$ cat config.mk
export PLATFORM = sky130hd
export DESIGN_NAME = pfb_analysis_framer_flat
export DESIGN_NICKNAME = d
export VERILOG_FILES = /design/src/rtl/pfb_analysis_framer_if.sv /design/src/rtl/pfb_analysis_framer.sv /design/src/flat_wrapper.sv
export SDC_FILE = /design/constraint.sdc
export NUM_CORES = 1
export LEC_CHECK = 0
export CORE_UTILIZATION = 54
export CTS_CLUSTER_SIZE = 10
export DETAILED_ROUTE_END_ITERATION = 6
export PLACE_DENSITY_LB_ADDON = 0.12
export SLEW_MARGIN = 20
export SYNTH_ARGS = -nofsm -noshare
export SYNTH_HDL_FRONTEND = slang
export SYNTH_SLANG_ARGS = --single-unit
$ cat constraint.sdc
create_clock -name aclk -period 12.8 [get_ports aclk]
set_input_delay 2.56 -clock aclk [delete_from_list [all_inputs] [get_ports aclk]]
set_output_delay 2.56 -clock aclk [all_outputs]
set_load 0.02 [all_outputs]
$ cat src/rtl/pfb_analysis_framer_if.sv
// Stream bundle for the PFB analysis framer: L-lane input stream, 2L-lane
// overlapped output stream and the sticky alignment flag.
interface pfb_analysis_framer_if #(
    parameter int L = 4,
    parameter int B = 32
);
    logic [L*B-1:0]   s_axis_tdata;
    logic             s_axis_tlast;
    logic             s_axis_tvalid;
    logic             s_axis_tready;
    logic [2*L*B-1:0] m_axis_tdata;
    logic             m_axis_tlast;
    logic             m_axis_tvalid;
    logic             align_err;

    modport slave (
        input  s_axis_tdata, s_axis_tlast, s_axis_tvalid,
        output s_axis_tready, m_axis_tdata, m_axis_tlast, m_axis_tvalid, align_err
    );

    modport master (
        output s_axis_tdata, s_axis_tlast, s_axis_tvalid,
        input  s_axis_tready, m_axis_tdata, m_axis_tlast, m_axis_tvalid, align_err
    );
endinterface

$ cat src/rtl/pfb_analysis_framer.sv
// Analysis-side framer: pairs each input beat with the beat one half-frame
// earlier to build 50%-overlapped 2L-lane frames, with tlast realignment.
module pfb_analysis_framer #(
    parameter int N = 32,
    parameter int L = 4,
    parameter int B = 32
) (
    input  logic                 aclk,
    input  logic                 areset,
    pfb_analysis_framer_if.slave bus
);
    localparam int D  = N / (2 * L);
    localparam int JW = (D > 1) ? $clog2(D) : 1;
    localparam logic [JW-1:0] J_LAST = JW'(D - 1);

    typedef enum logic {PRIME, RUN} state_t;

    state_t           state_q, state_d;
    logic [JW-1:0]    j_q, j_d;
    logic             rdy_q;
    logic             vld_p0;
    logic             misalign_p0;
    logic [L*B-1:0]   mem [D];
    logic [2*L*B-1:0] data_p1;
    logic             vld_p1;
    logic             last_p1;
    logic             err_q;

    assign vld_p0      = bus.s_axis_tvalid & rdy_q;
    assign misalign_p0 = vld_p0 & bus.s_axis_tlast & (j_q != J_LAST);

    // A misaligned tlast forces the next beat to slot 0 and re-primes the delay line
    always_comb begin
        state_d = state_q;
        j_d     = j_q;
        if (vld_p0) begin
            if (misalign_p0) begin
                j_d     = '0;
                state_d = PRIME;
            end else if (j_q == J_LAST) begin
                j_d     = '0;
                state_d = RUN;
            end else begin
                j_d = j_q + 1'b1;
            end
        end
    end

    always_ff @(posedge aclk or posedge areset) begin
        if (areset) begin
            state_q <= PRIME;
            j_q     <= '0;
            rdy_q   <= 1'b0;
            vld_p1  <= 1'b0;
            last_p1 <= 1'b0;
            data_p1 <= '0;
            err_q   <= 1'b0;
        end else begin
            state_q <= state_d;
            j_q     <= j_d;
            rdy_q   <= 1'b1;
            vld_p1  <= vld_p0 && (state_q == RUN);
            last_p1 <= vld_p0 && (state_q == RUN) && (j_q == J_LAST);
            err_q   <= err_q | misalign_p0;
            // ---- p0 -> p1: old slot data read before this beat overwrites it
            if (vld_p0) begin
                data_p1 <= {bus.s_axis_tdata, mem[j_q]};
            end
        end
    end

    // Delay line is never reset; PRIME keeps stale slots off valid outputs
    always_ff @(posedge aclk) begin
        if (vld_p0) begin
            mem[j_q] <= bus.s_axis_tdata;
        end
    end

    assign bus.s_axis_tready = rdy_q;
    assign bus.m_axis_tdata  = data_p1;
    assign bus.m_axis_tvalid = vld_p1;
    assign bus.m_axis_tlast  = last_p1;
    assign bus.align_err     = err_q;
endmodule

$ cat src/flat_wrapper.sv
// flat-port wrapper written by rule: the top's interface ports become plain ports
module pfb_analysis_framer_flat 
#(
    parameter int N = 32,
    parameter int L = 4,
    parameter int B = 32
)
  (aclk, areset, bus_s_axis_tdata, bus_s_axis_tlast, bus_s_axis_tvalid, bus_s_axis_tready, bus_m_axis_tdata, bus_m_axis_tlast, bus_m_axis_tvalid, bus_align_err);
  pfb_analysis_framer_if #(.L(L), .B(B)) bus_i ();
  input  logic aclk;
  input  logic areset;
  input wire logic [$bits(bus_i.s_axis_tdata)-1:0] bus_s_axis_tdata;
  input wire logic [$bits(bus_i.s_axis_tlast)-1:0] bus_s_axis_tlast;
  input wire logic [$bits(bus_i.s_axis_tvalid)-1:0] bus_s_axis_tvalid;
  output wire logic [$bits(bus_i.s_axis_tready)-1:0] bus_s_axis_tready;
  output wire logic [$bits(bus_i.m_axis_tdata)-1:0] bus_m_axis_tdata;
  output wire logic [$bits(bus_i.m_axis_tlast)-1:0] bus_m_axis_tlast;
  output wire logic [$bits(bus_i.m_axis_tvalid)-1:0] bus_m_axis_tvalid;
  output wire logic [$bits(bus_i.align_err)-1:0] bus_align_err;
  assign bus_i.s_axis_tdata = bus_s_axis_tdata;
  assign bus_i.s_axis_tlast = bus_s_axis_tlast;
  assign bus_i.s_axis_tvalid = bus_s_axis_tvalid;
  assign bus_s_axis_tready = bus_i.s_axis_tready;
  assign bus_m_axis_tdata = bus_i.m_axis_tdata;
  assign bus_m_axis_tlast = bus_i.m_axis_tlast;
  assign bus_m_axis_tvalid = bus_i.m_axis_tvalid;
  assign bus_align_err = bus_i.align_err;
  pfb_analysis_framer #(.N(N), .L(L), .B(B)) u_core (.aclk(aclk), .areset(areset), .bus(bus_i));
endmodule
== Yosys cells after proc, flatten, opt, wreduce, memory -nomap -nowiden ==
Memory sizes are Yosys's and may differ from the RTL's. A register that Yosys moved wholly into a read port is not among the register bits.
Index checks and enable logic that the tools add are counted.
Widths: inputs -> output; s select.

* Input bits: 132
* Word-level logic and storage cells: 25
* RAM bits: 512
* Memory bits (read-only): 0
* Memories kept: 1
* Output and inout port bits: 260
* Register bits after elaboration: 263
* Latch bits: 0

* Reductions and logical operators: 4
* Add/subtract/negate cells: 1
* $lt $le $gt $ge: 0
* $mul: 0
* Div/mod/pow operators: 0
* Shift-type cells: 0
* Equality and inequality tests: 2
* Bitwise logic cells: 4
* Multiplexer cells: 6

{| class="wikitable"
|+ Memories
! memory !! words !! width !! read ports !! clocked after memory_dff !! wr ports !! line !! RTL
|-
| u_core.mem || 4 || 128 || 1 || 1 || 1 || pfb_analysis_framer.sv:23 || <nowiki>logic [L*B-1:0] mem [D];</nowiki>
|}

{| class="wikitable"
|+ Operator list
! operator !! number
|-
| $mux 1 || 4
|-
| $mux 2 || 2
|-
| $and 1x1->1 || 3
|-
| $add 2x1->2 const B || 1
|-
| $eq 2x2->1 const B || 1
|-
| $logic_and 1x1->1 || 2
|-
| $ne 2x2->1 const B || 1
|-
| $reduce_and 2->1 || 1
|-
| $reduce_bool 2->1 || 1
|-
| $or 1x1->1 || 1
|}

== Depth between registers and ports, before layout ==
Gate-level depths: netlist of the first run.

* Depth in word-level cells: 5
* Gate-level depth with buffers: 6
* Depth with buffers taken out: 3

== Least setup slack after synthesis of the first run ==
OpenSTA, ideal clock, no wires.

* Path kind: input to register
* Start: input port bus_s_axis_tvalid
* End: memory u_core.mem[3][0] in the netlist's numbering, enable pin
* Arrival time: 5.577 ns
* Stages: 1
* Slack: 6.719 ns
* Path through: and3_1

* Longest elaborated chain between the ends: 3

{| class="wikitable"
|+ RTL lines
! item !! line !! RTL
|-
| from (decl) || flat_wrapper.sv:14 || <nowiki>input wire logic [$bits(bus_i.s_axis_tvalid)-1:0] bus_s_axis_tvalid;</nowiki>
|-
| $and 1x1->1 || pfb_analysis_framer.sv:29 || <nowiki>assign vld_p0 = bus.s_axis_tvalid & rdy_q;</nowiki>
|-
| $mux 1 || pfb_analysis_framer.sv:74 || <nowiki>if (vld_p0) begin</nowiki>
|-
| $mux 1 (not written as such) || pfb_analysis_framer.sv:75 || <nowiki>mem[j_q] <= bus.s_axis_tdata;</nowiki>
|-
| to (decl) || pfb_analysis_framer.sv:23 ||
|}

Every way passes these cells.

== Worst setup path in the final report of the first run ==
* Start: input port bus_s_axis_tvalid
* End: memory u_core.mem[0][75] in the netlist's numbering, enable pin

The elaborated chain is that of the path after synthesis.

==> run metrics, run 1 <==
commonest non-fill, non-tap cell in the layout=edfxtp_1; Mapped Cells=between 1000 and 1500; DR WL/cell=about 23 um; post-CTS setup buffers=0; Layout Cells excl Fill=between 2000 and 2500; drt via density=roughly 5.5; Clock transition at path regs=~0.050 ns; Pre-antenna DRT Iters=5; Finish-stage setup viols=0; WL final=around 55000 um; first-pass GRT wire length=~86000 um; drt drc=0; PwrDens=roughly 190 mW/mm2; clock period minus final worst setup slack=approximately 4.9 ns; register area share after synthesis=77.8%; CTS tree=built; Layout area overhead=25.4%; initial DRC count=714; Clock Latency Late Sink=a little over 0.6 ns; initial antenna violation count=0; final instance area=0.0354 mm2; Worst Setup Start Kind=primary input; final max-slew violation count=0; worst min path class=flip-flop to flip-flop; Setup crit end kind=flip-flop; vias in the first global route=around 14000; Layout Nets=1817; fmax=roughly 200 MHz; Post-Syn Area per Cell=about 23 um2; Rows=83; Rel. slew slack=between 30% and 40%; CTS Sinks=775; Final period util=38.5%; clk_skew=around 0.016 ns; dpl hpwl=between 30000 and 40000 um; CORE AREA=0.0515 mm2; Ant. Diodes=0; Chip Width=approximately 230 um; Required @ worst endpoint=about 13 ns; Slew @ Worst Pin=1.05 ns; Die Area=0.0532 mm2; Port Buffers=391; Placed Cells incl. Taps=roughly 2300; Final Hold Fails=0; Post-CTS Resized=0; Max Buffers Root-to-Sink=3; Setup TNS Final=0 ns; Yosys reg bits=between 700 and 800; post-route ant nets=0; vias=roughly 13000; Syn Nets=1377; cts hold-fix bufs=0; H-Tree Depth=3; GP Congestion=between 0.7 and 0.8; pin count of the biggest net entering global routing=about 160; fin util=between 60% and 70%; Die Span Y=around 230 um; Synth cell types=22; Crit Path Class=primary input to flip-flop; Ports=around 400; root buffer cell=clkbuf_16; Initial Utilization=54.8%; # Max-Cap Violations=0; Synth Cell Area=about 0.028 mm2; YS warnings=0; Worst EP arrival=5.16 ns; Num CTS Buffers=between 80 and 90; unrepaired setup endpoints after global routing=no; share of layout cells above drive strength 1=between 20% and 30%; placed cell area=about 0.033 mm2; Max rail drop VDD=roughly 0.23 mV; total gr overflow=0; Hold Worst Slack=around 0.47 ns; outcome=completed; most frequent cells in the layout=edfxtp_1 (512), clkdlybuf4s50_1 (391), dfrtp_1 (261); leakage power=between 10 and 15 nW; critical path fanouts, max=65; gr usage total=a little over a fifth
## sequential cells by signal (all words and copies together) (netlist names)
register                  flops
u_core.bus.m_axis_tlast       1
u_core.bus.m_axis_tvalid      1
u_core.bus.align_err          1
u_core.j_q                    2
u_core.mem                  512
u_core.bus.m_axis_tdata     256
u_core.state_q                1
u_core.bus.s_axis_tready      1
## layout make-up
class	count	area, um2
Timing Repair Buffer	409	4080
Multi-Input combinational cell	405	5950
Clock inverter	4	35.0
Tap cell	680	851
Inverter	3	18.8
Sequential cell	775	22000
Clock buffer	159	2510
Fill cell	3384	16100
## logic make-up (layout without fill, tap and decap cells)
group                      Yosys count  in the layout  synth area share, %
other                                1              1               0.0133
buffers and inverters               61            575                 1.25
DFF                                775            775                 77.8
muxes                              384            384                 20.4
and+or+nand+nor                     11             11                0.239
AOI/OAI and AO/OA                    5              5                0.142
adders and majority gates            4              4                0.177
## critical path, cell delays in order
cell	delay (ns)
clkdlybuf4s50_1	0.62
and3_4	0.22
buf_4	0.74
buf_4	0.92
## cells in the mapped netlist (all sizes together)
cell type | n | area, um2
clkbuf | 5 | 20.0
nor2 | 1 | 3.75
and3 | 5 | 31.3
o2bb2ai | 1 | 8.76
mux2 | 256 | 2880
and3b | 1 | 8.76
a21o | 2 | 15.0
buf | 53 | 323
a31o | 1 | 8.76
ha | 4 | 50.1
edfxtp | 512 | 15400
a21boi | 1 | 7.51
mux4 | 128 | 2880
nand3 | 1 | 5.00
and2 | 2 | 12.5
dfrtp | 263 | 6580
nand2b | 1 | 6.26
conb | 1 | 3.75
inv | 3 | 11.3
## per-layer routing
| layer | GRT usage, % | routed length, um | share of wire (%) | vias up |
|---|---|---|---|---|
| met4 | 5.75 | 1050 | 1.9 | 0 |
| met3 | 5.73 | 3360 | 6.0 | 85 |
| li1 | - | - | - | 5846 |
| met1 | 28.8 | 23100 | 42 | 7124 |
| met5 | 0 | 0 | 0 | - |
| met2 | 35.7 | 28000 | 50 | 327 |
## power breakdown
part / internal [W] / total, W / switching (W) / leakage [nW]
Sequential: 0.00296 / 0.00310 / 0.000133 / 7.73
Combinational: 0.000683 / 0.00133 / 0.000649 / 3.42
Clock: 0.00131 / 0.00223 / 0.000915 / 1.21
Total: 0.00496 / 0.00666 / 0.00170 / 12.4
## final timing paths
kind	slack, ns	cells past startpoint	endpoint	start
worst max-delay path	7.88	4	u_core.mem[0][75]$_DFFE_PP_	bus_s_axis_tvalid
worst min-delay path	0.47	1	u_core.state_q$_DFFE_PP0P_	u_core.state_q$_DFFE_PP0P_
worst max register to register	9.29	6	u_core.mem[0][75]$_DFFE_PP_	u_core.j_q[0]$_DFFE_PP0P_
worst min register to register	0.47	1	u_core.state_q$_DFFE_PP0P_	u_core.state_q$_DFFE_PP0P_
max in group asynchronous	8.88	3	u_core.bus.m_axis_tdata[156]$_DFFE_PP0P_	areset
min in group asynchronous	2.45	2	u_core.bus.m_axis_tdata[34]$_DFFE_PP0P_	areset
## through the flow
step / worst slack, ns / power (W)
4_1_cts: 7.86 / 0.00674
3_3_place_gp: 7.18 / 0.00447
3_5_place_dp: 7.20 / 0.00450
6_report: 7.88 / 0.00666
2_1_floorplan: 3.00 / 0.00386
5_1_grt: 7.70 / 0.00692
No activity file was read; power rests on OpenSTA's default activity.
==> inputs of run 2 (changes only) <==
==> constraint.sdc (replaced) <==
create_clock -name aclk -period 4.6 [get_ports aclk]
set_input_delay 0.92 -clock aclk [delete_from_list [all_inputs] [get_ports aclk]]
set_output_delay 0.92 -clock aclk [all_outputs]
set_load 0.02 [all_outputs]
==> run 2 against run 1 <==
Net effect: cell area up 0.66%; register-to-register slack got worse by 7.4 ns; first-iteration DRC count down 3.8%; routed wire length up 1.1%; hold slack got worse by 0.0011 ns; critical path depth down 3; core utilization rose by 0.46 points; cell count is 0.25% higher; worst setup slack worse by 6.0 ns; critical path type is now flip-flop to output port; highest routed layer unchanged.
==> run metrics, run 2 (synthesis gave the netlist of run 1 again) <==
slowest cell delay on critical path=roughly 0.7 ns; GP Congestion=about 0.74; dpl hpwl=about 33000 um; worst path bufs/invs=1; share of layout cells above drive strength 1=about 29%; Max rail drop VDD=around 0.35 mV; fin util=a little under 70%; vias=13400; clk_skew=about 0.019 ns; Num CTS Buffers=88; H-Tree Depth=3; initial antenna violation count=2; # Max-Cap Violations=0; Required @ worst endpoint=about 3.7 ns; Ports=392; most frequent cells in the layout=edfxtp_1 (512), clkdlybuf4s50_1 (391), dfrtp_1 (261); placed cell area=0.0330 mm2; Crit Path Class=flip-flop to output port; gr usage total=21.9%; post-CTS setup buffers=0; Finish-stage setup viols=0; Final period util=60.2%; vias in the first global route=around 15000; CP max-delay cell=clkdlybuf4s50_1; CTS tree=built; fillers=around 3300; delay-heaviest family, CP=buffers and inverters; Setup crit end kind=output port; cts hold-fix bufs=0; Port Buffers=391; fmax=361 MHz; Worst Setup Start Kind=flip-flop; max reg flops=just over 500; pin count of the biggest net entering global routing=between 100 and 150; final instance area=approximately 0.036 mm2; Rel. slew slack=37.3%; Pre-antenna DRT Iters=5; CORE AREA=roughly 0.05 mm2; Setup TNS Final=0 ns; WL final=56100 um; drt via density=approximately 5.5; CTS Sinks=slightly below 800; first-pass GRT wire length=about 87000 um; critical path fanouts, max=10; clock period minus final worst setup slack=about 2.8 ns; Clock Latency Late Sink=0.62 ns; Slew @ Worst Pin=about 0.94 ns; setup ws final=1.83 ns; post-route ant nets=0; unrepaired setup endpoints after global routing=no; Worst EP arrival=between 1.5 and 2 ns; Post-CTS Resized=0; Initial Utilization=a little over half; root buffer cell=clkbuf_16; crit-path cells=clkdlybuf4s50_1; worst min path class=flip-flop to flip-flop; Rows=slightly above 80; leakage power=between 10 and 15 nW; drt drc=0; PwrDens=roughly 520 mW/mm2; total gr overflow=0; Die Span Y=around 230 um; Clock transition at path regs=approximately 0.060 ns; register with the most flip-flops=u_core.mem; Chip Width=231 um; commonest non-fill, non-tap cell in the layout=edfxtp_1; Layout Nets=1823; initial DRC count=slightly below 700; Layout area overhead=26.2%; worst slack at placement=~1.5 ns; Max Buffers Root-to-Sink=3; outcome=completed; Final Hold Fails=0; DR WL/cell=23.0 um; Die Area=approximately 0.053 mm2; final max-slew violation count=0
run 2: cell types whose count changed in the layout (fill, tap and decap cells not counted), sizes merged:
cell	previous run	this run
diode	0	1
clkinvlp	0	1
buf	18	23
clkbuf	159	160
inv	7	4
clkinv	0	1
run 2: layout make-up:
class / count / area, um2 / area share, %
Clock inverter: 3 / 33.8 / 0.0948
Antenna cell: 1 / 2.50 / 0.00702
Timing Repair Buffer: 414 / 4260 / 12.0
Tap cell: 680 / 851 / 2.39
Sequential cell: 775 / 22000 / 61.6
Inverter: 3 / 15.0 / 0.0421
Multi-Input combinational cell: 405 / 5950 / 16.7
Clock buffer: 160 / 2570 / 7.20
run 2: through the flow:
step | hold WS, ns | instances | power [W]
finish | 0.472 | 2441 | 0.0186
global route | 0.485 | 2440 | 0.0194
CTS | 0.473 | 2440 | 0.0189
detailed placement | 0.448 | 2277 | 0.0125
global placement | 0.447 | 2277 | 0.0125
floorplan | 0.443 | 1241 | 0.0107
run 2: metal layers:
metal	part of all wire [%]	vias up	GRT usage (%)	routed length (um)
li1	-	5863	-	-
met1	40	7141	28.3	22700
met2	51	349	36.2	28400
met3	7.1	72	5.99	3960
met4	1.9	0	7.28	1090
met5	0	-	0	0
run 2: path summary, 6_finish.rpt:
| path | end | depth (start not counted) | startpoint | slack (ns) |
|---|---|---|---|---|
| max | bus_s_axis_tready | 1 | u_core.bus.s_axis_tready$_DFF_PP0_ | 1.83 |
| min | u_core.bus.align_err$_DFF_PP0_ | 1 | u_core.bus.align_err$_DFF_PP0_ | 0.47 |
| max reg2reg | u_core.mem[3][32]$_DFFE_PP_ | 3 | u_core.j_q[0]$_DFFE_PP0P_ | 1.85 |
| min reg2reg | u_core.bus.align_err$_DFF_PP0_ | 1 | u_core.bus.align_err$_DFF_PP0_ | 0.47 |
| max in group asynchronous | u_core.bus.m_axis_tdata[165]$_DFFE_PP0P_ | 3 | areset | 3.14 |
| min in group asynchronous | u_core.bus.m_axis_tdata[246]$_DFFE_PP0P_ | 3 | areset | 0.85 |
run 2: power by group:
| group | total [W] | internal [W] | switching (W) |
|---|---|---|---|
| registers | 0.00862 | 0.00824 | 0.000381 |
| clock network | 0.00630 | 0.00374 | 0.00256 |
| logic | 0.00372 | 0.00192 | 0.00181 |
| total | 0.0186 | 0.0139 | 0.00475 |
